==> config.mk <==
export PLATFORM = sky130hd
export DESIGN_NAME = ps2_host_tx
export DESIGN_NICKNAME = d
export VERILOG_FILES = /design/src/rtl/ps2_host_tx.sv
export SDC_FILE = /design/constraint.sdc
export NUM_CORES = 1
export LEC_CHECK = 0
export ABC_AREA = 1
export ABC_CLOCK_PERIOD_IN_PS = 2600
export CAP_MARGIN = 20
export CELL_PAD_IN_SITES_DETAIL_PLACEMENT = 0
export CELL_PAD_IN_SITES_GLOBAL_PLACEMENT = 1
export CORE_MARGIN = 10
export CORE_UTILIZATION = 43
export CTS_CLUSTER_SIZE = 10
export DETAILED_ROUTE_END_ITERATION = 8
export PLACE_DENSITY_LB_ADDON = 0.1
export SYNTH_ARGS = -nofsm -noshare
export SYNTH_HDL_FRONTEND = slang
export SYNTH_SLANG_ARGS = --single-unit
==> constraint.sdc <==
create_clock -name clk -period 2.6 [get_ports clk]
set_input_delay 0.52 -clock clk [delete_from_list [all_inputs] [get_ports clk]]
set_output_delay 0.52 -clock clk [all_outputs]
set_load 0.005 [all_outputs]
==> src/rtl/ps2_host_tx.sv <==
// PS/2 host-to-device transmitter: inhibits the bus, requests to send, shifts one
// command byte out on device-generated clock edges and checks the device's ACK.
module ps2_host_tx #(
  parameter int INHIBIT_CYC  = 12000,
  parameter int START_TO_CYC = 1500000,
  parameter int XFER_TO_CYC  = 200000,
  parameter int FILTER_CYC   = 8
) (
  input  logic       clk,
  input  logic       rst,
  input  logic [7:0] tx_data,
  input  logic       tx_start,
  output logic       tx_busy,
  output logic       tx_done,
  output logic       tx_err,
  input  logic       ps2_clk_in,
  input  logic       ps2_data_in,
  output logic       ps2_clk_oe,
  output logic       ps2_data_oe,
  output logic [2:0] dbg_state
);

  // Handshake: tx_start is a one-cycle request taken only while tx_busy=0 (no
  // queueing); each accepted request ends with exactly one tx_done pulse, with
  // tx_err valid alongside it, unless reset aborts the transfer first.

  localparam int TMAX_IS = (INHIBIT_CYC > START_TO_CYC) ? INHIBIT_CYC : START_TO_CYC;
  localparam int TMAX    = (TMAX_IS > XFER_TO_CYC) ? TMAX_IS : XFER_TO_CYC;
  localparam int TW      = $clog2(TMAX + 1);
  localparam int FW      = (FILTER_CYC > 1) ? $clog2(FILTER_CYC) : 1;

  localparam logic [TW-1:0] INH_LAST   = TW'(INHIBIT_CYC - 1);
  localparam logic [TW-1:0] START_LAST = TW'(START_TO_CYC - 1);
  localparam logic [TW-1:0] XFER_LAST  = TW'(XFER_TO_CYC - 1);
  localparam logic [FW-1:0] FLT_LAST   = FW'(FILTER_CYC - 1);

  typedef enum logic [2:0] {
    S_IDLE,
    S_INHIBIT,
    S_REQ,
    S_WAIT_CLK,
    S_XFER,
    S_WAIT_IDLE,
    S_DONE,
    S_ERR
  } state_t;

  logic          clk_s1_q, clk_s2_q, dat_s1_q, dat_s2_q;
  logic          filt_q, filt_d, fe_q, fe_d;
  logic [FW-1:0] fcnt_q, fcnt_d;

  state_t        state_q;
  logic [TW-1:0] tmr_q, tmr_inc;
  logic [3:0]    bitcnt_q;
  logic [7:0]    shift_q;
  logic          par_q;
  logic          busy_q, done_q, err_q, clk_oe_q, data_oe_q;

  // The filtered level only moves after FILTER_CYC consecutive disagreeing samples.
  always_comb begin
    filt_d = filt_q;
    fcnt_d = '0;
    if (clk_s2_q != filt_q) begin
      if (fcnt_q == FLT_LAST) filt_d = clk_s2_q;
      else                    fcnt_d = fcnt_q + 1'b1;
    end
    fe_d = filt_q & ~filt_d;
  end

  // Idle bus level is high, so the conditioning flops reset to 1.
  always_ff @(posedge clk or negedge rst) begin
    if (!rst) begin
      clk_s1_q <= 1'b1;
      clk_s2_q <= 1'b1;
      dat_s1_q <= 1'b1;
      dat_s2_q <= 1'b1;
      filt_q   <= 1'b1;
      fcnt_q   <= '0;
      fe_q     <= 1'b0;
    end else begin
      clk_s1_q <= ps2_clk_in;
      clk_s2_q <= clk_s1_q;
      dat_s1_q <= ps2_data_in;
      dat_s2_q <= dat_s1_q;
      filt_q   <= filt_d;
      fcnt_q   <= fcnt_d;
      fe_q     <= fe_d;
    end
  end

  assign tmr_inc = (&tmr_q) ? tmr_q : tmr_q + 1'b1;

  always_ff @(posedge clk or negedge rst) begin
    if (!rst) begin
      state_q   <= S_IDLE;
      tmr_q     <= '0;
      bitcnt_q  <= '0;
      shift_q   <= '0;
      par_q     <= 1'b0;
      busy_q    <= 1'b0;
      done_q    <= 1'b0;
      err_q     <= 1'b0;
      clk_oe_q  <= 1'b0;
      data_oe_q <= 1'b0;
    end else begin
      done_q <= 1'b0;
      case (state_q)
        S_IDLE: begin
          clk_oe_q  <= 1'b0;
          data_oe_q <= 1'b0;
          if (tx_start) begin
            shift_q  <= tx_data;
            par_q    <= ~^tx_data;
            busy_q   <= 1'b1;
            clk_oe_q <= 1'b1;
            tmr_q    <= '0;
            state_q  <= S_INHIBIT;
          end
        end
        S_INHIBIT: begin
          if (tmr_q == INH_LAST) begin
            data_oe_q <= 1'b1;
            state_q   <= S_REQ;
          end else begin
            tmr_q <= tmr_inc;
          end
        end
        S_REQ: begin
          clk_oe_q <= 1'b0;
          tmr_q    <= '0;
          state_q  <= S_WAIT_CLK;
        end
        S_WAIT_CLK: begin
          if (fe_q) begin
            data_oe_q <= ~shift_q[0];
            bitcnt_q  <= 4'd1;
            tmr_q     <= '0;
            state_q   <= S_XFER;
          end else if (tmr_q == START_LAST) begin
            clk_oe_q  <= 1'b0;
            data_oe_q <= 1'b0;
            done_q    <= 1'b1;
            err_q     <= 1'b1;
            state_q   <= S_ERR;
          end else begin
            tmr_q <= tmr_inc;
          end
        end
        S_XFER: begin
          if (tmr_q == XFER_LAST) begin
            clk_oe_q  <= 1'b0;
            data_oe_q <= 1'b0;
            done_q    <= 1'b1;
            err_q     <= 1'b1;
            state_q   <= S_ERR;
          end else begin
            tmr_q <= tmr_inc;
            if (fe_q) begin
              bitcnt_q <= bitcnt_q + 4'd1;
              // Line changes the cycle after fe, well before the device's rising-edge sample.
              if (bitcnt_q <= 4'd7) begin
                data_oe_q <= ~shift_q[bitcnt_q[2:0]];
              end else if (bitcnt_q == 4'd8) begin
                data_oe_q <= ~par_q;
              end else if (bitcnt_q == 4'd9) begin
                data_oe_q <= 1'b0;
              end else if (dat_s2_q) begin
                clk_oe_q  <= 1'b0;
                data_oe_q <= 1'b0;
                done_q    <= 1'b1;
                err_q     <= 1'b1;
                state_q   <= S_ERR;
              end else begin
                state_q <= S_WAIT_IDLE;
              end
            end
          end
        end
        S_WAIT_IDLE: begin
          if (tmr_q == XFER_LAST) begin
            clk_oe_q  <= 1'b0;
            data_oe_q <= 1'b0;
            done_q    <= 1'b1;
            err_q     <= 1'b1;
            state_q   <= S_ERR;
          end else if (filt_q && dat_s2_q) begin
            data_oe_q <= 1'b0;
            done_q    <= 1'b1;
            err_q     <= 1'b0;
            state_q   <= S_DONE;
          end else begin
            tmr_q <= tmr_inc;
          end
        end
        S_DONE, S_ERR: begin
          busy_q   <= 1'b0;
          tmr_q    <= '0;
          bitcnt_q <= '0;
          state_q  <= S_IDLE;
        end
        default: begin
          clk_oe_q  <= 1'b0;
          data_oe_q <= 1'b0;
          busy_q    <= 1'b0;
          state_q   <= S_IDLE;
        end
      endcase
    end
  end

  assign tx_busy     = busy_q;
  assign tx_done     = done_q;
  assign tx_err      = err_q;
  assign ps2_clk_oe  = clk_oe_q;
  assign ps2_data_oe = data_oe_q;
  assign dbg_state   = state_q;

endmodule

==> results of run 1 <==
## worst max-delay path, stage by stage (launching register included)
cell	delay, ns
dfrtp_1	0.51
ha_1	0.35
nand3_4	0.17
inv_2	0.11
nand2_4	0.07
nor2_4	0.14
nand2_2	0.31
nand2_1	0.21
nand3_1	0.08
nand2_1	0.06
nand2_1	0.05
nand2_1	0.08
## cells by family after synthesis
family,after synthesis,share of synthesized area [%]
compound gates,36,5.747
xor+xnor,20,4.598
fa+ha+maj,8,2.627
buf+inv,66,7.914
flops,51,33.66
simple gates,394,45.45
## through the flow
step / area, sq um / power (W) / utilization, % / std cells
2_1_floorplan: 3810 / 0.002252 / - / 575
3_3_place_gp: 4083 / 0.002706 / 47.04 / 695
3_5_place_dp: 4083 / 0.002708 / 47.04 / 695
4_1_cts: 4182 / 0.003246 / 48.18 / 703
5_1_grt: 4182 / 0.003502 / 48.18 / 703
6_report: 4182 / 0.003204 / 48.18 / 703
## state kept, by name (all words and copies together), names as in the netlist
| register | flops |
|---|---|
| tmr_q | 21 |
| shift_q | 8 |
| bitcnt_q | 4 |
| dbg_state | 3 |
| fcnt_q | 3 |
| clk_s1_q | 1 |
| clk_s2_q | 1 |
| dat_s1_q | 1 |
| dat_s2_q | 1 |
| fe_q | 1 |
| filt_q | 1 |
| par_q | 1 |
| ps2_clk_oe | 1 |
| ps2_data_oe | 1 |
| tx_busy | 1 |
| tx_done | 1 |
| tx_err | 1 |
## worst paths after layout
path	slack [ns]	endpoint	startpoint
worst max-delay path	0.40	tmr_q[10]	tmr_q[0]
worst min-delay path	0.01	tmr_q[18]	rst
worst max register to register	0.40	tmr_q[10]	tmr_q[0]
worst min register to register	0.36	clk_s2_q	clk_s1_q
max in group asynchronous	1.97	dat_s2_q	rst
min in group clk	0.36	clk_s2_q	clk_s1_q
## area by class of cell
| type | count | area share [%] |
|---|---|---|
| inverter | 51 | 4.578 |
| tap | 108 | 3.232 |
| multi-input combinational | 458 | 53.23 |
| timing repair buffer | 27 | 5.925 |
| clock buffer | 6 | 1.975 |
| sequential | 51 | 30.67 |
| clock inverter | 2 | 0.3890 |
## metal layers
metal	part of all wire [%]	wire, um	track usage (%)
met1	47	4685	21.02
met3	4.5	449	3.040
met5	0	0	0
met2	47	4708	26.39
met4	1.4	140	4.678
## cell usage in the layout (no fill, tap or decap), types with 12 or more instances in the layout
cell and instances:
nand2_1 234, nand3_1 59, nor2_1 56, dfrtp_1 46, inv_1 45, clkdlybuf4s50_1 19, o21ai_0 17, xor2_1 12
## power groups by stage
stage | sequential (W) | clock (W) | combinational, W
2_1_floorplan | 0.00114 | 0 | 0.00111
3_3_place_gp | 0.00119 | 0 | 0.00152
3_5_place_dp | 0.00119 | 0 | 0.00152
4_1_cts | 0.00118 | 0.000544 | 0.00153
5_1_grt | 0.00121 | 0.000554 | 0.00174
6_report | 0.00118 | 0.000512 | 0.00152
==> results.cfg, run 1 <==
[power]
power.share.sequential_pct = 36.7
ir_drop_mv = 0.4995
clock_power_share_pct = 16.0
switchingPower_w = 0.001449
p_comb_share_pct = 47.3
power_density_nw_per_um2 = 766.3
internal_power_w = 0.001755
power_leakage_nw = 2.096
swShare_pct = 45.23

[sta]
fmax_mhz = 453.8
drv_slew = 0
slew_headroom_pct = 66.93
timing.final.ws_setup_ns = 0.3962
min_period_over_period_pct = 84.76
whs_ns = 0.01204
rsz0062_at_grt = false
worst_clock_skew_ns = 0.006814
hold_violations = 0
tightest_slew_ns = 0.4943
setup_viol_count_final = 0
layout_min_cycle_time_ns = 2.204
fin_tns_setup_ns = 0

[clocking]
ctsHoldBuffers = 0
clock_path_buffers = 2
numCtsBuffers = 5
root_buffer = clkbuf_8
post_cts_buffers = 0
ctsResizeCount = 0
htree_levels = 2
clk_pin_slew_ns = 0.10
cts_tree = done
numClockSinks = 51
worstSkewPairLatency_ns = 0.31

[synth]
async_flop_share_pct = 100.0
synth_edf_count = 0
synth_warnings = 0
synth_cell_types = 40
synth_ff_type = dfrtp_1
synth.net_count = 596
avgSynthCellArea_sq_um = 6.626
netlist_area_sq_um = 3810
synth_common_cells = nand2_1 (234), nand3_1 (59), nor2_1 (56), dfrtp_1 (46), inv_1 (45)
synth_top_cell_by_area = dfrtp_1
ys_ff_latch = 51
synth_cells = 575
synth-seq-area-share_pct = 33.66
synth_top_cell_area_share_pct = 30.21
synth_top_cells_by_area = dfrtp_1 (30%), nand2_1 (23%), nand3_1 (7.8%)
post-synth-top-count-cell = nand2_1

[floorplan]
core_sq_um = 8678
dieHeight_um = 114.1
io_pins = 21
dieArea_sq_um = 13030
rows = 34
dieWidth_um = 114.1
start_util_pct = 43.90

[critical_path]
worst_ep_required_time_ns = 2.86
crit_arrival_ns = 2.46
end_kind = flip-flop
crit_type = reg2reg
crit_fanout = 20
ff2ff_path_depth = 11
start_kind = flip-flop

[finish]
syn2layout_area_growth_pct = 9.754
multiInputGateArea_sq_um = 2226
drive_above_1_share_pct = 9.244
nets = 615
n_antenna_cell = 0
regArea_sq_um = 1282
fillers = 948

[flow_run]
maxCapViolCount = 0

[place]
gp_congestion = 0.9287
dpl.hpwl_um = 7570
place_ws_ns = 0.3778
io_buffers = 20

[global_routing]
grt_start_max_net_pins = 28
grt_pass1_vias = 3556
grt_pass1_wl_um = 17410
overflow = 0
grt.total_usage_pct = 16.10
antenna_found_initial = 0

[min_path]
hp-class = in2async

[drt]
wirelength_um = 9983
drtPass1Iterations = 5
vias = 3591
routed_via_density = 5.108
drtAntennaViolNets = 0
first_iter_violations = 173
wl_per_cell_um = 14.20
drc = 0

[outcome]
outcome = finished, final reports clean
No activity file was read; power rests on OpenSTA's default activity.
==> run 2: changes to the inputs <==
Settings changed: ABC_CLOCK_PERIOD_IN_PS 2600 to 1800, CORE_UTILIZATION 43 to 39.
Clock period 2.6 ns to 1.8 ns, I/O delays scaled along.
==> results.cfg, run 2 (synthesized netlist as in run 1, its figures left out) <==
[finish]
largest_reg_flops = 21
top_regs = tmr_q: 21 flops, shift_q: 8 flops, bitcnt_q: 4 flops
nets = 649
n_antenna_cell = 0
regArea_sq_um = 1290
mostFrequentLayoutCell = nand2_1
fillers = 1071
regMostFlops = tmr_q
drive_above_1_share_pct = 16.85
final_cell_mix = nand2_1 (230), nand3_1 (59), nor2_1 (52), inv_1 (44), dfrtp_1 (40)
layoutNonFillerInstCount = 762
fin_area_sq_um = 4587
syn2layout_area_growth_pct = 20.39
multiInputGateArea_sq_um = 2282

[clocking]
root_buffer = clkbuf_8
htree_levels = 2
cts_tree = done
worstSkewPairLatency_ns = 0.30
clock_path_buffers = 2
numCtsBuffers = 5
clk_pin_slew_ns = 0.09
numClockSinks = 51

[place]
gp_congestion = 0.9270
place_area_sq_um = 4394
dpl.hpwl_um = 7905
place_ws_ns = 0.02391
io_buffers = 20
dp_cells = 749

[sta]
slew_headroom_pct = 78.55
timing.final.ws_setup_ns = 0.01207
drv_slew = 0
tightest_slew_ns = 0.3214
fmax_mhz = 559.3
setup_viol_count_final = 0
min_period_over_period_pct = 99.33
hold_violations = 0
layout_min_cycle_time_ns = 1.788
worst_clock_skew_ns = 0.008499
whs_ns = 0.02793
rsz0062_at_grt = true

[floorplan]
rows = 36
dieArea_sq_um = 14120
io_pins = 21
start_util_pct = 39.52
core_sq_um = 9639
dieHeight_um = 118.8
dieWidth_um = 118.8

[critical_path]
r2r_start = tmr_q[15]
setup.worst_path.end = tmr_q[11]
crit_type = reg2reg
rrSetupSlack_ns = 0.01
worst_ep_required_time_ns = 2.00
worst-path-stages = 9
path_buf_inv = 1
reg2reg_to = tmr_q[11]
critical_path.slowest_cell = dfrtp_1
crit_arrival_ns = 1.99
worst_path_dominant_cell_family = simple AND/OR/NAND/NOR gates
end_kind = flip-flop
start_kind = flip-flop
ff2ff_path_depth = 9
slowest_delay_ns = 0.41
crit_chain = nor2_1 -> nand2_1 -> nor2_1 -> nand3_4 -> o211ai_1 -> nor2_2 -> buf_12 -> nand2_1 -> nand2_1
crit_fanout = 21
startpoint = tmr_q[15]
crit_top_cell = nand2_1

[outcome]
outcome = finished, final reports clean

[global_routing]
grt_pass1_vias = 3688
grt_start_max_net_pins = 52
grt.total_usage_pct = 15.10
grt_pass1_wl_um = 17880
overflow = 0
antenna_found_initial = 0

[power]
ir_drop_mv = 0.8008
power_leakage_nw = 2.281
power_density_nw_per_um2 = 1099

[drt]
drtAntennaViolNets = 0
vias = 3672
routed_via_density = 4.819
wirelength_um = 10580
wl_per_cell_um = 13.88
first_iter_violations = 173
drc = 0
drtPass1Iterations = 5

[flow_run]
maxCapViolCount = 0

[min_path]
hp-class = in2async
run 2: how the worst min path moves through the flow:
stage                  end  slack (ns)
5_1_grt          tmr_q[18]        0.05
3_5_place_dp      dat_s2_q        0.35
3_3_place_gp      clk_s2_q        0.35
2_1_floorplan  bitcnt_q[0]        0.06
4_1_cts          tmr_q[18]        0.04
6_report         tmr_q[18]        0.03
run 2: cell type report:
cell class,count,area share (%)
Inverter,51,4.173
Multi-Input combinational cell,458,49.75
Clock inverter,1,0.1091
Timing Repair Buffer,61,12.33
Clock buffer,7,1.882
Sequential cell,51,28.12
Tap cell,133,3.628
run 2: power breakdown:
group	total [W]	leakage, nW	switching (W)	internal [W]
clock network	0.000703	0.0482	0.000391	0.000312
registers	0.00164	0.653	0.000212	0.00143
logic	0.00270	1.58	0.00159	0.00111
run 2: timing repair:
action	in CTS	in global routing
cloned	0	0
hold buffers	0	0
buffers inserted	1	4
pin swaps	0	3
resized for setup	1	22
setup endpoints to repair	2	31
run 2: per-layer routing:
metal  share of wire, %  global-route usage (%)  vias to the layer above
li1                   -                       -                     1927
met5                  0                       0                        -
met3                3.4                   2.362                       13
met2                 48                   25.94                       57
met1                 47                   19.31                     1675
met4                1.5                   3.893                        0
run 2: through the flow:
| stage | power [W] | util (%) | TNS, ns |
|---|---|---|---|
| finish | 0.005042 | 47.59 | 0 |
| global route | 0.005498 | 47.59 | -1.767 |
| CTS | 0.004987 | 46.63 | 0 |
| detailed placement | 0.004247 | 45.59 | 0 |
| global placement | 0.004221 | 45.59 | 0 |
| floorplan | 0.003253 | - | 0 |
run 2: worst register-to-register path, cell delays in order (launching register included):
cell and delay (ns):
dfrtp_1 0.41, nor2_1 0.24, nand2_1 0.11, nor2_1 0.19, nand3_4 0.15, o211ai_1 0.23, nor2_2 0.07, buf_12 0.16
nand2_1 0.09, nand2_1 0.05
==> run 3: changes to the inputs <==
Settings changed: CTS_CLUSTER_DIAMETER from default to 30, GPL_TIMING_DRIVEN from default to 0.
==> results.cfg, run 3 (synthesized netlist as in run 1, its figures left out) <==
[sta]
timing.final.ws_setup_ns = -0.03142
hold_violations = 0
slew_headroom_pct = 58.33
layout_min_cycle_time_ns = 1.831
rsz0062_at_grt = true
tightest_slew_ns = 0.6250
worst_clock_skew_ns = 0.007274
min_period_over_period_pct = 101.7
drv_slew = 0
setup_viol_count_final = 23
fmax_mhz = 546.0

[finish]
final_cell_mix = nand2_1 (227), nand3_1 (56), nor2_1 (45), inv_1 (43), dfrtp_1 (36)
top_regs = tmr_q: 21 flops, shift_q: 8 flops, bitcnt_q: 4 flops
largest_reg_flops = 21
drive_above_1_share_pct = 18.15
mostFrequentLayoutCell = nand2_1
syn2layout_area_growth_pct = 18.62
regMostFlops = tmr_q
layoutNonFillerInstCount = 750
nets = 637
n_antenna_cell = 0

[power]
switchingPower_w = 0.002254
ir_drop_mv = 0.5897
internal_power_w = 0.002676
swShare_pct = 45.72
power_leakage_nw = 2.195
power.share.sequential_pct = 34.3
p_comb_share_pct = 51.9
power_density_nw_per_um2 = 1091
clock_power_share_pct = 13.9

[clocking]
numCtsBuffers = 5
cts_tree = done
worstSkewPairLatency_ns = 0.31
clock_path_buffers = 2
numClockSinks = 51
htree_levels = 2
ctsHoldBuffers = 0
clk_pin_slew_ns = 0.10
root_buffer = clkbuf_8

[place]
io_buffers = 20
dp_cells = 729
place_ws_ns = -0.4799
gp_congestion = 0.9196
dpl.hpwl_um = 8264

[critical_path]
r2r_start = tmr_q[1]
crit_type = reg2reg
end_kind = flip-flop
startpoint = tmr_q[1]
setup.worst_path.end = tmr_q[5]
crit_fanout = 10
start_kind = flip-flop
rrSetupSlack_ns = -0.03
ff2ff_path_depth = 9
crit_arrival_ns = 2.04
reg2reg_to = tmr_q[5]
worst_ep_required_time_ns = 2.01

[floorplan]
io_pins = 21
dieArea_sq_um = 14120
core_sq_um = 9639
dieHeight_um = 118.8
start_util_pct = 39.52
rows = 36
dieWidth_um = 118.8

[min_path]
hp-class = in2async

[drt]
wl_per_cell_um = 14.71
first_iter_violations = 205
vias = 3751
routed_via_density = 5.001
drtPass1Iterations = 5
wirelength_um = 11040
drtAntennaViolNets = 0
drc = 0

[flow_run]
maxCapViolCount = 0

[global_routing]
grt_pass1_wl_um = 18350
grt_pass1_vias = 3741
grt_start_max_net_pins = 28
antenna_found_initial = 0
overflow = 0
grt.total_usage_pct = 15.59

[outcome]
outcome = complete, but fails checks
violations = setup timing
[run 3: layout make-up]
cell class / count / area, sq um
well taps: 133 / 166.4
clock inverters: 2 / 12.51
repair buffers: 34 / 316.6
multi-input cells: 458 / 2335
flip-flops and latches: 51 / 1295
fillers: 1054 / 5120
clock buffers: 6 / 72.57
inverters: 51 / 193.9
plain buffers: 15 / 127.6
[run 3: power by group through the flow]
stage	Sequential [W]	Combinational [W]	Clock, W
5_1_grt	0.00172	0.00288	0.000749
3_5_place_dp	0.00170	0.00230	0
2_1_floorplan	0.00165	0.00160	0
4_1_cts	0.00167	0.00243	0.000707
3_3_place_gp	0.00170	0.00227	0
6_report	0.00169	0.00256	0.000684
[run 3: how the worst min path moves through the flow]
stage,from,endpoint,slack (ns),depth (start not counted)
floorplan,rst,bitcnt_q[0],0.06,0
global placement,dat_s1_q,dat_s2_q,0.35,0
detailed placement,clk_s1_q,clk_s2_q,0.35,0
CTS,rst,tmr_q[18],0.08,1
global route,rst,tmr_q[15],0.10,1
finish,rst,tmr_q[18],0.05,1
[run 3: per-stage QoR]
stage | setup TNS [ns] | cell area [sq um] | util [%] | total power (W) | hold WS (ns)
floorplan | 0 | 3810 | - | 0.003253 | 0.06441
global placement | -73.23 | 4177 | 43.33 | 0.003972 | 0.3462
detailed placement | -13.09 | 4192 | 43.48 | 0.004007 | 0.3478
CTS | -0.9029 | 4388 | 45.52 | 0.004809 | 0.07743
global route | -4.261 | 4519 | 46.88 | 0.005352 | 0.1035
finish | -0.4205 | 4519 | 46.88 | 0.004930 | 0.04958
[run 3: per-layer routing]
metal,share of wire (%),wire length [um],vias to the layer above,global-route usage (%)
met4,1.3,145,0,4.275
met5,0,0,-,0
met3,4.0,443,12,2.504
met2,49,5448,68,27.26
li1,-,-,1910,-
met1,45,4997,1761,19.41
[run 3: timing repair]
action | CTS | global route
cloned | 0 | 0
setup buffers | 10 | 3
setup endpoints to repair | 32 | 41
resized for setup | 14 | 37
endpoints found under the hold margin | 0 | 0
pin swaps | 6 | 6
[run 3: worst max-delay path: stages, from the launching register on]
cell and delay [ns]:
dfrtp_1 0.42, ha_4 0.17, nand3_4 0.15, nor2_4 0.22
nand3_4 0.14, o211ai_1 0.27, nor2_4 0.08, buf_8 0.16
nand2_1 0.06, nand2_1 0.05
